`config.mk`:
```
export PLATFORM = sky130hd
export DESIGN_NAME = seq_div
export DESIGN_NICKNAME = d
export VERILOG_FILES = /design/src/rtl/seq_div_pkg.sv /design/src/rtl/div_step.sv /design/src/rtl/seq_div.sv
export SDC_FILE = /design/constraint.sdc
export NUM_CORES = 1
export LEC_CHECK = 0
export CELL_PAD_IN_SITES_DETAIL_PLACEMENT = 1
export CELL_PAD_IN_SITES_GLOBAL_PLACEMENT = 1
export CORE_MARGIN = 2
export CORE_UTILIZATION = 35
export CTS_BUF_LIST = sky130_fd_sc_hd__clkbuf_4 sky130_fd_sc_hd__clkbuf_8
export CTS_CLUSTER_SIZE = 16
export DETAILED_ROUTE_END_ITERATION = 16
export PLACE_DENSITY = 0.71
export SETUP_SLACK_MARGIN = 0.15
export SLEW_MARGIN = 20
export SYNTH_ARGS = -nofsm -noshare
export SYNTH_HDL_FRONTEND = slang
export SYNTH_HIERARCHICAL = 1
export SYNTH_SLANG_ARGS = --single-unit
export TNS_END_PERCENT = 100
```
`constraint.sdc`:
```
create_clock -name Clk -period 5.32 [get_ports Clk]
set_input_delay 0.798 -clock Clk [delete_from_list [all_inputs] [get_ports Clk]]
set_output_delay 0.798 -clock Clk [all_outputs]
set_load 0.05 [all_outputs]
```
`src/rtl/seq_div_pkg.sv`:
```
// Shared types and helpers for the sequential restoring divider.
package seq_div_pkg;

   typedef enum logic [1:0] {
      IDLE = 2'd0,
      CALC = 2'd1,
      DONE = 2'd2
   } state_e;

   // Iteration counter width for a given operand width.
   function automatic int unsigned cnt_width(input int unsigned dw);
      return $clog2(dw);
   endfunction

endpackage : seq_div_pkg

```
`src/rtl/div_step.sv`:
```
// One combinational restoring-division step: shift in a dividend bit, trial-subtract, restore on borrow.
module div_step #(
   parameter int unsigned DATAWIDTH = 8
) (
   input  logic [DATAWIDTH:0]   prem_i,
   input  logic                 bit_i,
   input  logic [DATAWIDTH-1:0] dvsr_i,
   output logic [DATAWIDTH:0]   prem_o,
   output logic                 qbit_o
);

   localparam int unsigned W = DATAWIDTH;

   logic [W+1:0] shifted;
   logic [W+1:0] diff;

   always_comb begin
      shifted = {prem_i, bit_i};
      diff    = shifted - {2'b00, dvsr_i};
      // No borrow out of the top bit means the divisor fit.
      qbit_o  = ~diff[W+1];
      prem_o  = qbit_o ? diff[W:0] : shifted[W:0];
   end

endmodule : div_step

```
`src/rtl/seq_div.sv`:
```
// Multi-cycle restoring divider (quotient, remainder, divide-by-zero) with start/done handshake.
// Define SEQ_DIV_SIGNED_EN to add the sgn port and two's-complement operation.
module seq_div
   import seq_div_pkg::*;
#(
   parameter int unsigned DATAWIDTH = 8
) (
   input  logic                 Clk,
   input  logic                 Rst,
   input  logic                 start,
   input  logic [DATAWIDTH-1:0] a,
   input  logic [DATAWIDTH-1:0] b,
`ifdef SEQ_DIV_SIGNED_EN
   input  logic                 sgn,
`endif
   output logic                 busy,
   output logic                 done,
   output logic [DATAWIDTH-1:0] quot,
   output logic [DATAWIDTH-1:0] rem,
   output logic                 dbz
);

   localparam int unsigned W  = DATAWIDTH;
   localparam int unsigned CW = cnt_width(DATAWIDTH);

   state_e         state_q, state_d;
   logic [CW-1:0]  cnt_q, cnt_d;
   logic [W:0]     prem_q, prem_d;
   logic [W-1:0]   divd_q, divd_d;
   logic [W-1:0]   dvsr_q, dvsr_d;
   logic           busy_q, busy_d;
   logic           done_q, done_d;
   logic [W-1:0]   quot_q, quot_d;
   logic [W-1:0]   rem_q, rem_d;
   logic           dbz_q, dbz_d;

   logic [W:0]     step_prem;
   logic           step_qbit;
   logic [W-1:0]   mag_a, mag_b;
   logic [W-1:0]   q_fix, r_fix;

`ifdef SEQ_DIV_SIGNED_EN
   logic           negq_q, negq_d;
   logic           negr_q, negr_d;
   logic           a_neg, b_neg;

   // Magnitudes at accept; the core only ever sees unsigned operands.
   always_comb begin
      a_neg = sgn & a[W-1];
      b_neg = sgn & b[W-1];
      mag_a = a_neg ? W'(-a) : a;
      mag_b = b_neg ? W'(-b) : b;
      q_fix = negq_q ? W'(-divd_q) : divd_q;
      r_fix = negr_q ? W'(-prem_q[W-1:0]) : prem_q[W-1:0];
   end
`else
   always_comb begin
      mag_a = a;
      mag_b = b;
      q_fix = divd_q;
      r_fix = prem_q[W-1:0];
   end
`endif

   div_step #(.DATAWIDTH(W)) u_step (
      .prem_i (prem_q),
      .bit_i  (divd_q[W-1]),
      .dvsr_i (dvsr_q),
      .prem_o (step_prem),
      .qbit_o (step_qbit)
   );

   // Next-state and datapath update; divd_q shifts dividend bits out and quotient bits in.
   always_comb begin
      state_d = state_q;
      cnt_d   = cnt_q;
      prem_d  = prem_q;
      divd_d  = divd_q;
      dvsr_d  = dvsr_q;
      busy_d  = busy_q;
      done_d  = 1'b0;
      quot_d  = quot_q;
      rem_d   = rem_q;
      dbz_d   = dbz_q;
`ifdef SEQ_DIV_SIGNED_EN
      negq_d  = negq_q;
      negr_d  = negr_q;
`endif
      case (state_q)
         IDLE: begin
            if (start) begin
               dbz_d  = 1'b0;
               cnt_d  = '0;
               prem_d = '0;
               dvsr_d = mag_b;
`ifdef SEQ_DIV_SIGNED_EN
               negq_d = a_neg ^ b_neg;
               negr_d = a_neg;
`endif
               if (b == '0) begin
                  state_d = DONE;
                  divd_d  = a;
               end else begin
                  state_d = CALC;
                  busy_d  = 1'b1;
                  divd_d  = mag_a;
               end
            end
         end
         CALC: begin
            prem_d = step_prem;
            divd_d = {divd_q[W-2:0], step_qbit};
            cnt_d  = cnt_q + CW'(1);
            if (cnt_q == CW'(W - 1)) begin
               state_d = DONE;
            end
         end
         DONE: begin
            state_d = IDLE;
            busy_d  = 1'b0;
            done_d  = 1'b1;
            if (dvsr_q == '0) begin
               quot_d = '1;
               rem_d  = divd_q;
               dbz_d  = 1'b1;
            end else begin
               quot_d = q_fix;
               rem_d  = r_fix;
            end
         end
         default: begin
            state_d = IDLE;
         end
      endcase
   end

   always_ff @(posedge Clk) begin
      if (Rst) begin
         state_q <= IDLE;
         cnt_q   <= '0;
         prem_q  <= '0;
         divd_q  <= '0;
         dvsr_q  <= '0;
         busy_q  <= 1'b0;
         done_q  <= 1'b0;
         quot_q  <= '0;
         rem_q   <= '0;
         dbz_q   <= 1'b0;
`ifdef SEQ_DIV_SIGNED_EN
         negq_q  <= 1'b0;
         negr_q  <= 1'b0;
`endif
      end else begin
         state_q <= state_d;
         cnt_q   <= cnt_d;
         prem_q  <= prem_d;
         divd_q  <= divd_d;
         dvsr_q  <= dvsr_d;
         busy_q  <= busy_d;
         done_q  <= done_d;
         quot_q  <= quot_d;
         rem_q   <= rem_d;
         dbz_q   <= dbz_d;
`ifdef SEQ_DIV_SIGNED_EN
         negq_q  <= negq_d;
         negr_q  <= negr_d;
`endif
      end
   end

   assign busy = busy_q;
   assign done = done_q;
   assign quot = quot_q;
   assign rem  = rem_q;
   assign dbz  = dbz_q;

endmodule : seq_div

```
== Word level (Yosys, flattened, before mapping) ==
Index checks and enable logic that the tools add are counted.

* Register bits after elaboration: 49
* Bits of input ports: 19
* Output and inout port bits: 19
* Logic and storage cells: 50

* Add/sub/neg operators: 2
* Equality and inequality tests: 7
* Multiplexer cells: 20
* Bitwise gates (word level): 1
* Reduce and logical (&&, ||, !) cells: 10

{| class="wikitable"
|+ Operator list
! cell !! number
|-
| 8-bit two-way mux || 3
|-
| 9-bit two-way mux || 2
|-
| 9-bit one-hot mux with 2 select lines || 1
|-
| 8-bit zero test || 2
|-
| 8-bit one-hot mux with 2 select lines || 1
|-
| 10-bit by 8-bit subtractor with 10-bit output || 1
|-
| 2-bit != test, second input constant || 4
|-
| 2-bit two-way mux || 3
|-
| 3-bit one-hot mux with 2 select lines || 1
|-
| 2-bit AND reduction || 3
|-
| 3-bit AND reduction || 2
|-
| 1-bit two-way mux || 5
|-
| 1-bit one-hot mux with 2 select lines || 2
|-
| 2-bit one-hot mux with 2 select lines || 1
|-
| 2-bit nonzero test || 2
|-
| 3-bit by 1-bit adder with 3-bit output, second input constant || 1
|-
| 3-bit == test, second input constant || 1
|-
| 3-bit two-way mux || 1
|-
| 2-bit by 1-bit == test with 1-bit output, second input constant || 1
|-
| 2-bit == test, second input constant || 1
|-
| 2-bit zero test || 1
|-
| 1-bit NOT || 1
|}

== Depth between registers and ports, before layout ==
* Depth after elaboration: 4
* Depth in mapped cells: 10
* Depth with buffers taken out: 10

== Hierarchy ==
Netlist, hierarchy kept.

{| class="wikitable"
|+ Modules (own cells, without submodules)
! module !! instances !! cells each !! area each (um2) !! seq. area each (um2)
|-
| seq_div || 1 || 238 || 2024.4 || 980.9
|-
| div_step || 1 || 67 || 528.0 || 0.0
|}

== Worst setup path after synthesis ==
OpenSTA, ideal clock, no wires.

* Path kind: register to register
* Start: register dvsr_q[3]
* End: register prem_q[6]
* Library setup time: 132 ps
* Arrival: 2242 ps
* Required time: 5188 ps
* Slack: 2945 ps
* Stages on the path, launching flop included: 10
* Path buffers: 0
* Cell sequence: dfxtp_1 -> inv_1 -> ha_1 -> o211ai_1 -> a21o_1 -> a221o_1 -> a221oi_4 -> mux2_2 -> nand2_1 -> a21oi_1

* Word-level cells in the longest chain between the ends: 3

{| class="wikitable"
|+ RTL lines
! element !! line !! RTL
|-
| start, declared || seq_div.sv:30 || <nowiki>logic [W-1:0] dvsr_q, dvsr_d;</nowiki>
|-
| start signal, assigned || seq_div.sv:158 || <nowiki>dvsr_q <= dvsr_d;</nowiki>
|-
| 10-bit by 8-bit subtractor with 10-bit output || div_step.sv:19 || <nowiki>diff = shifted - {2'b00, dvsr_i};</nowiki>
|-
| 9-bit two-way mux || div_step.sv:22 || <nowiki>prem_o = qbit_o ? diff[W:0] : shifted[W:0];</nowiki>
|-
| net step_prem[6] || seq_div.sv:37 || <nowiki>logic [W:0] step_prem;</nowiki>
|-
| 9-bit one-hot mux with 2 select lines || seq_div.sv:89 || <nowiki>case (state_q)</nowiki>
|-
| end signal, assigned || seq_div.sv:156 || <nowiki>prem_q <= prem_d;</nowiki>
|-
| end, declared || seq_div.sv:28 || <nowiki>logic [W:0] prem_q, prem_d;</nowiki>
|}

The timed path passes the listed nets, and every way through them passes these cells.
A chain may end at the register's enable or synchronous reset.

== Worst setup path in the final report ==
Same ends and word-level chain as after synthesis.

==> results.sh <==
export IMPL_rows=31
export IMPL_cts_buffer_depth=2
export IMPL_synth_cell_type_count=44
export IMPL_wirelength_microns=6670
export IMPL_fmax_mhz=377
export IMPL_yosysMostFrequentCell="dfxtp_1"
export IMPL_critPathMaxFanout=8
export IMPL_clkLatencyLatePin_ps=310
export IMPL_grt_max_degree=31
export IMPL_syn_area_per_cell_sq_um=8.37
export IMPL_design_area_sq_um=3070
export IMPL_drtIter0Drc=82
export IMPL_crit_path_end_kind="flop"
export IMPL_critPathBufInv=1
export IMPL_p_per_area_nw_per_um2=300
export IMPL_leakagePower_nw=1.13
export IMPL_clk_pin_slew_ps=100
export IMPL_postCtsSetupBuffers=0
export IMPL_via_count=2255
export IMPL_max_slew_margin_pct=30.2
export IMPL_num_io_pins=38
export IMPL_post_route_util_pct=43.0
export IMPL_worst_slew_pin_slew_ps=1050
export IMPL_timing_critical_path_from="dvsr_q[3]$_SDFFE_PP0P_"
export IMPL_grt_pass1_wl_microns=11100
export IMPL_diodes=0
export IMPL_synth_top_cell_by_area="dfxtp_1"
export IMPL_grtUsageTotal_pct=18.1
export IMPL_dpl_cell_area_sq_um=2960
export IMPL_peakVddDrop_uv=93.9
export IMPL_report_final_slew_viol_count=0
export IMPL_synthArstFlopShare_pct=0
export IMPL_htree_levels=2
export IMPL_holdBufCountCts=0
export IMPL_grt_overflow_total=0
export IMPL_drc=0
export IMPL_ant_nets=0
export IMPL_routedWlPerCell_microns=15.4
export IMPL_holdWs_ps=471
export IMPL_core_sq_um=7140
export IMPL_io_buffers=37
export IMPL_min_from="busy$_SDFFE_PP0P_"
export IMPL_drive_gt1_share_pct=7.21
export IMPL_hold_viol=0
export IMPL_synthCells=305
export IMPL_root_buffer="clkbuf_8"
export IMPL_area_delta_synth_final_pct=20.1
export IMPL_grt_pass1_vias=2213
export IMPL_synth_cell_area_sq_um=2550
export IMPL_yosysSeqAreaShare_pct=38.4
export IMPL_first_pass_iters=4
export IMPL_slowest_stage="a221oi_4"
export IMPL_globalplace_congestion=0.825
export IMPL_synth_top_cell_area_share_pct=38.4
export IMPL_setup_viol=0
export IMPL_path_class="reg2reg"
export IMPL_synth_top_flop_cell="dfxtp_1"
export IMPL_fin_crit_ps=2650
export IMPL_cts_resized=0
export IMPL_crit_chain="inv_1, ha_1, o211ai_1, a21o_1, a221o_1, a221oi_4, mux2_2, nand2_1, a21oi_1"
export IMPL_synth_edf_count=0
export IMPL_drv_cap=0
export IMPL_ys_warn_count=6
export IMPL_synth_common_cells="49 x dfxtp_1, 48 x nand2_1, 29 x nor2_1"
export IMPL_antenna_found_initial=0
export IMPL_fin_crit_sh_pct=49.9
export IMPL_hold_class="reg2reg"
export IMPL_cts_made_buffers=5
export IMPL_fin_setup_tns_ps=0
export IMPL_cp_data_arrival_time_ps=2820
export IMPL_cp_top_family="compound AO/OA/AOI/OAI gates"
export IMPL_ys_ff_latch=49
export IMPL_syn_nets=335
export IMPL_rsz0062_at_grt="no"
export IMPL_slowest_delay_ps=540
export IMPL_netlist_top_cells_area="dfxtp_1 38%, a211oi_1 7.6%, nand2_1 7.1%, a21oi_1 5.1%, ha_1 4.9%"
export IMPL_report_power_total_w=0.000921
export IMPL_die_h_microns=89.4
export IMPL_fin_nets=362
export IMPL_worst_setup_path_start_kind="flop"
export IMPL_timing_rr_start="dvsr_q[3]$_SDFFE_PP0P_"
export IMPL_via_per_inst=5.22
export IMPL_dp_final_hpwl_microns=4810
export IMPL_die_w_microns=89.4
export IMPL_status="finished, final reports clean"
export IMPL_start_util_pct=35.8
export IMPL_clock_sinks=49
export IMPL_cts_tree="yes"
export IMPL_die_area_sq_um=7990
export IMPL_finalClockSkew_ps=10.4
export IMPL_worstPathRequired_ps=5490
[report_power, final]
group	internal, W	leakage [nW]	switching (W)
clock	0.000108	0.0518	0.000138
sequential	0.000386	0.399	0.0000209
combinational	0.000122	0.679	0.000145
total	0.000616	1.13	0.000304
[routing by layer]
layer	vias to the layer above	share of wire [%]	global-route usage, %
met1	1084	49	24.9
li1	1134	-	-
met5	-	0	0
met4	0	0.96	4.07
met2	30	48	29.2
met3	7	2.3	3.69
[metrics by stage]
stage | worst slack [ps] | std cells
after CTS | 2660 | 432
after floorplan | 2950 | 305
final | 2670 | 432
after detailed placement | 2640 | 424
after global placement | 2580 | 424
after global routing | 2460 | 432
[worst reg2reg max path: cells and delay by family (launching register included)]
family	cells	cell delay (ps)
muxes	1	390
AOI/OAI and AO/OA	5	1310
and+or+nand+nor	1	60
DFF	1	370
buffers and inverters	1	50
adders and majority gates	1	350
[cell usage in the layout (no fill, tap or decap), types with 2 or more instances in the layout]
master / n
dfxtp_1: 49
nand2_1: 48
clkdlybuf4s50_1: 37
nor2_1: 29
a211oi_1: 26
a21oi_1: 26
nand3_1: 13
inv_1: 13
ha_1: 10
nand2b_1: 8
o21bai_1: 8
a311oi_1: 8
clkbuf_8: 6
xnor2_1: 5
mux2_2: 5
buf_4: 4
nor2b_1: 3
o21ai_0: 3
nor4_1: 2
and2_1: 2
o211ai_1: 2
mux2i_1: 2
[area by class of cell]
class | count | area [sq um]
flip-flops and latches | 49 | 981
inverters | 13 | 48.8
fillers | 884 | 4070
clock buffers | 6 | 82.6
clock inverters | 2 | 17.5
well taps | 99 | 124
repair buffers | 41 | 400
multi-input cells | 222 | 1410
[flip-flops by register name, summed over array words and instances, names as in the netlist]
signal,flops
dbz,1
cnt_q,3
dvsr_q,8
state_q,2
busy,1
divd_q,8
rem,8
prem_q,9
quot,8
done,1
[path summary, 6_finish.rpt]
path                                                to  slack [ps]  cells after the start
worst max-delay path            prem_q[6]$_SDFFE_PP0P_        2670                      9
worst min register to register       busy$_SDFFE_PP0P_         470                      2
worst max register to register  prem_q[6]$_SDFFE_PP0P_        2670                      9
worst min-delay path                 busy$_SDFFE_PP0P_         470                      2
[kinds of logic (layout without fill, tap and decap cells)]
family	after synthesis	in the layout	share of synthesized area (%)
AO/OA/AOI/OAI	85	85	24.0
XOR/XNOR	6	6	2.06
multiplexers	7	7	2.99
adder cells (fa/ha/maj)	11	11	5.69
flip-flops	49	49	38.4
AND/OR/NAND/NOR	113	113	20.5
buffers and inverters	34	62	6.32
No activity file was read; power rests on OpenSTA's default activity.
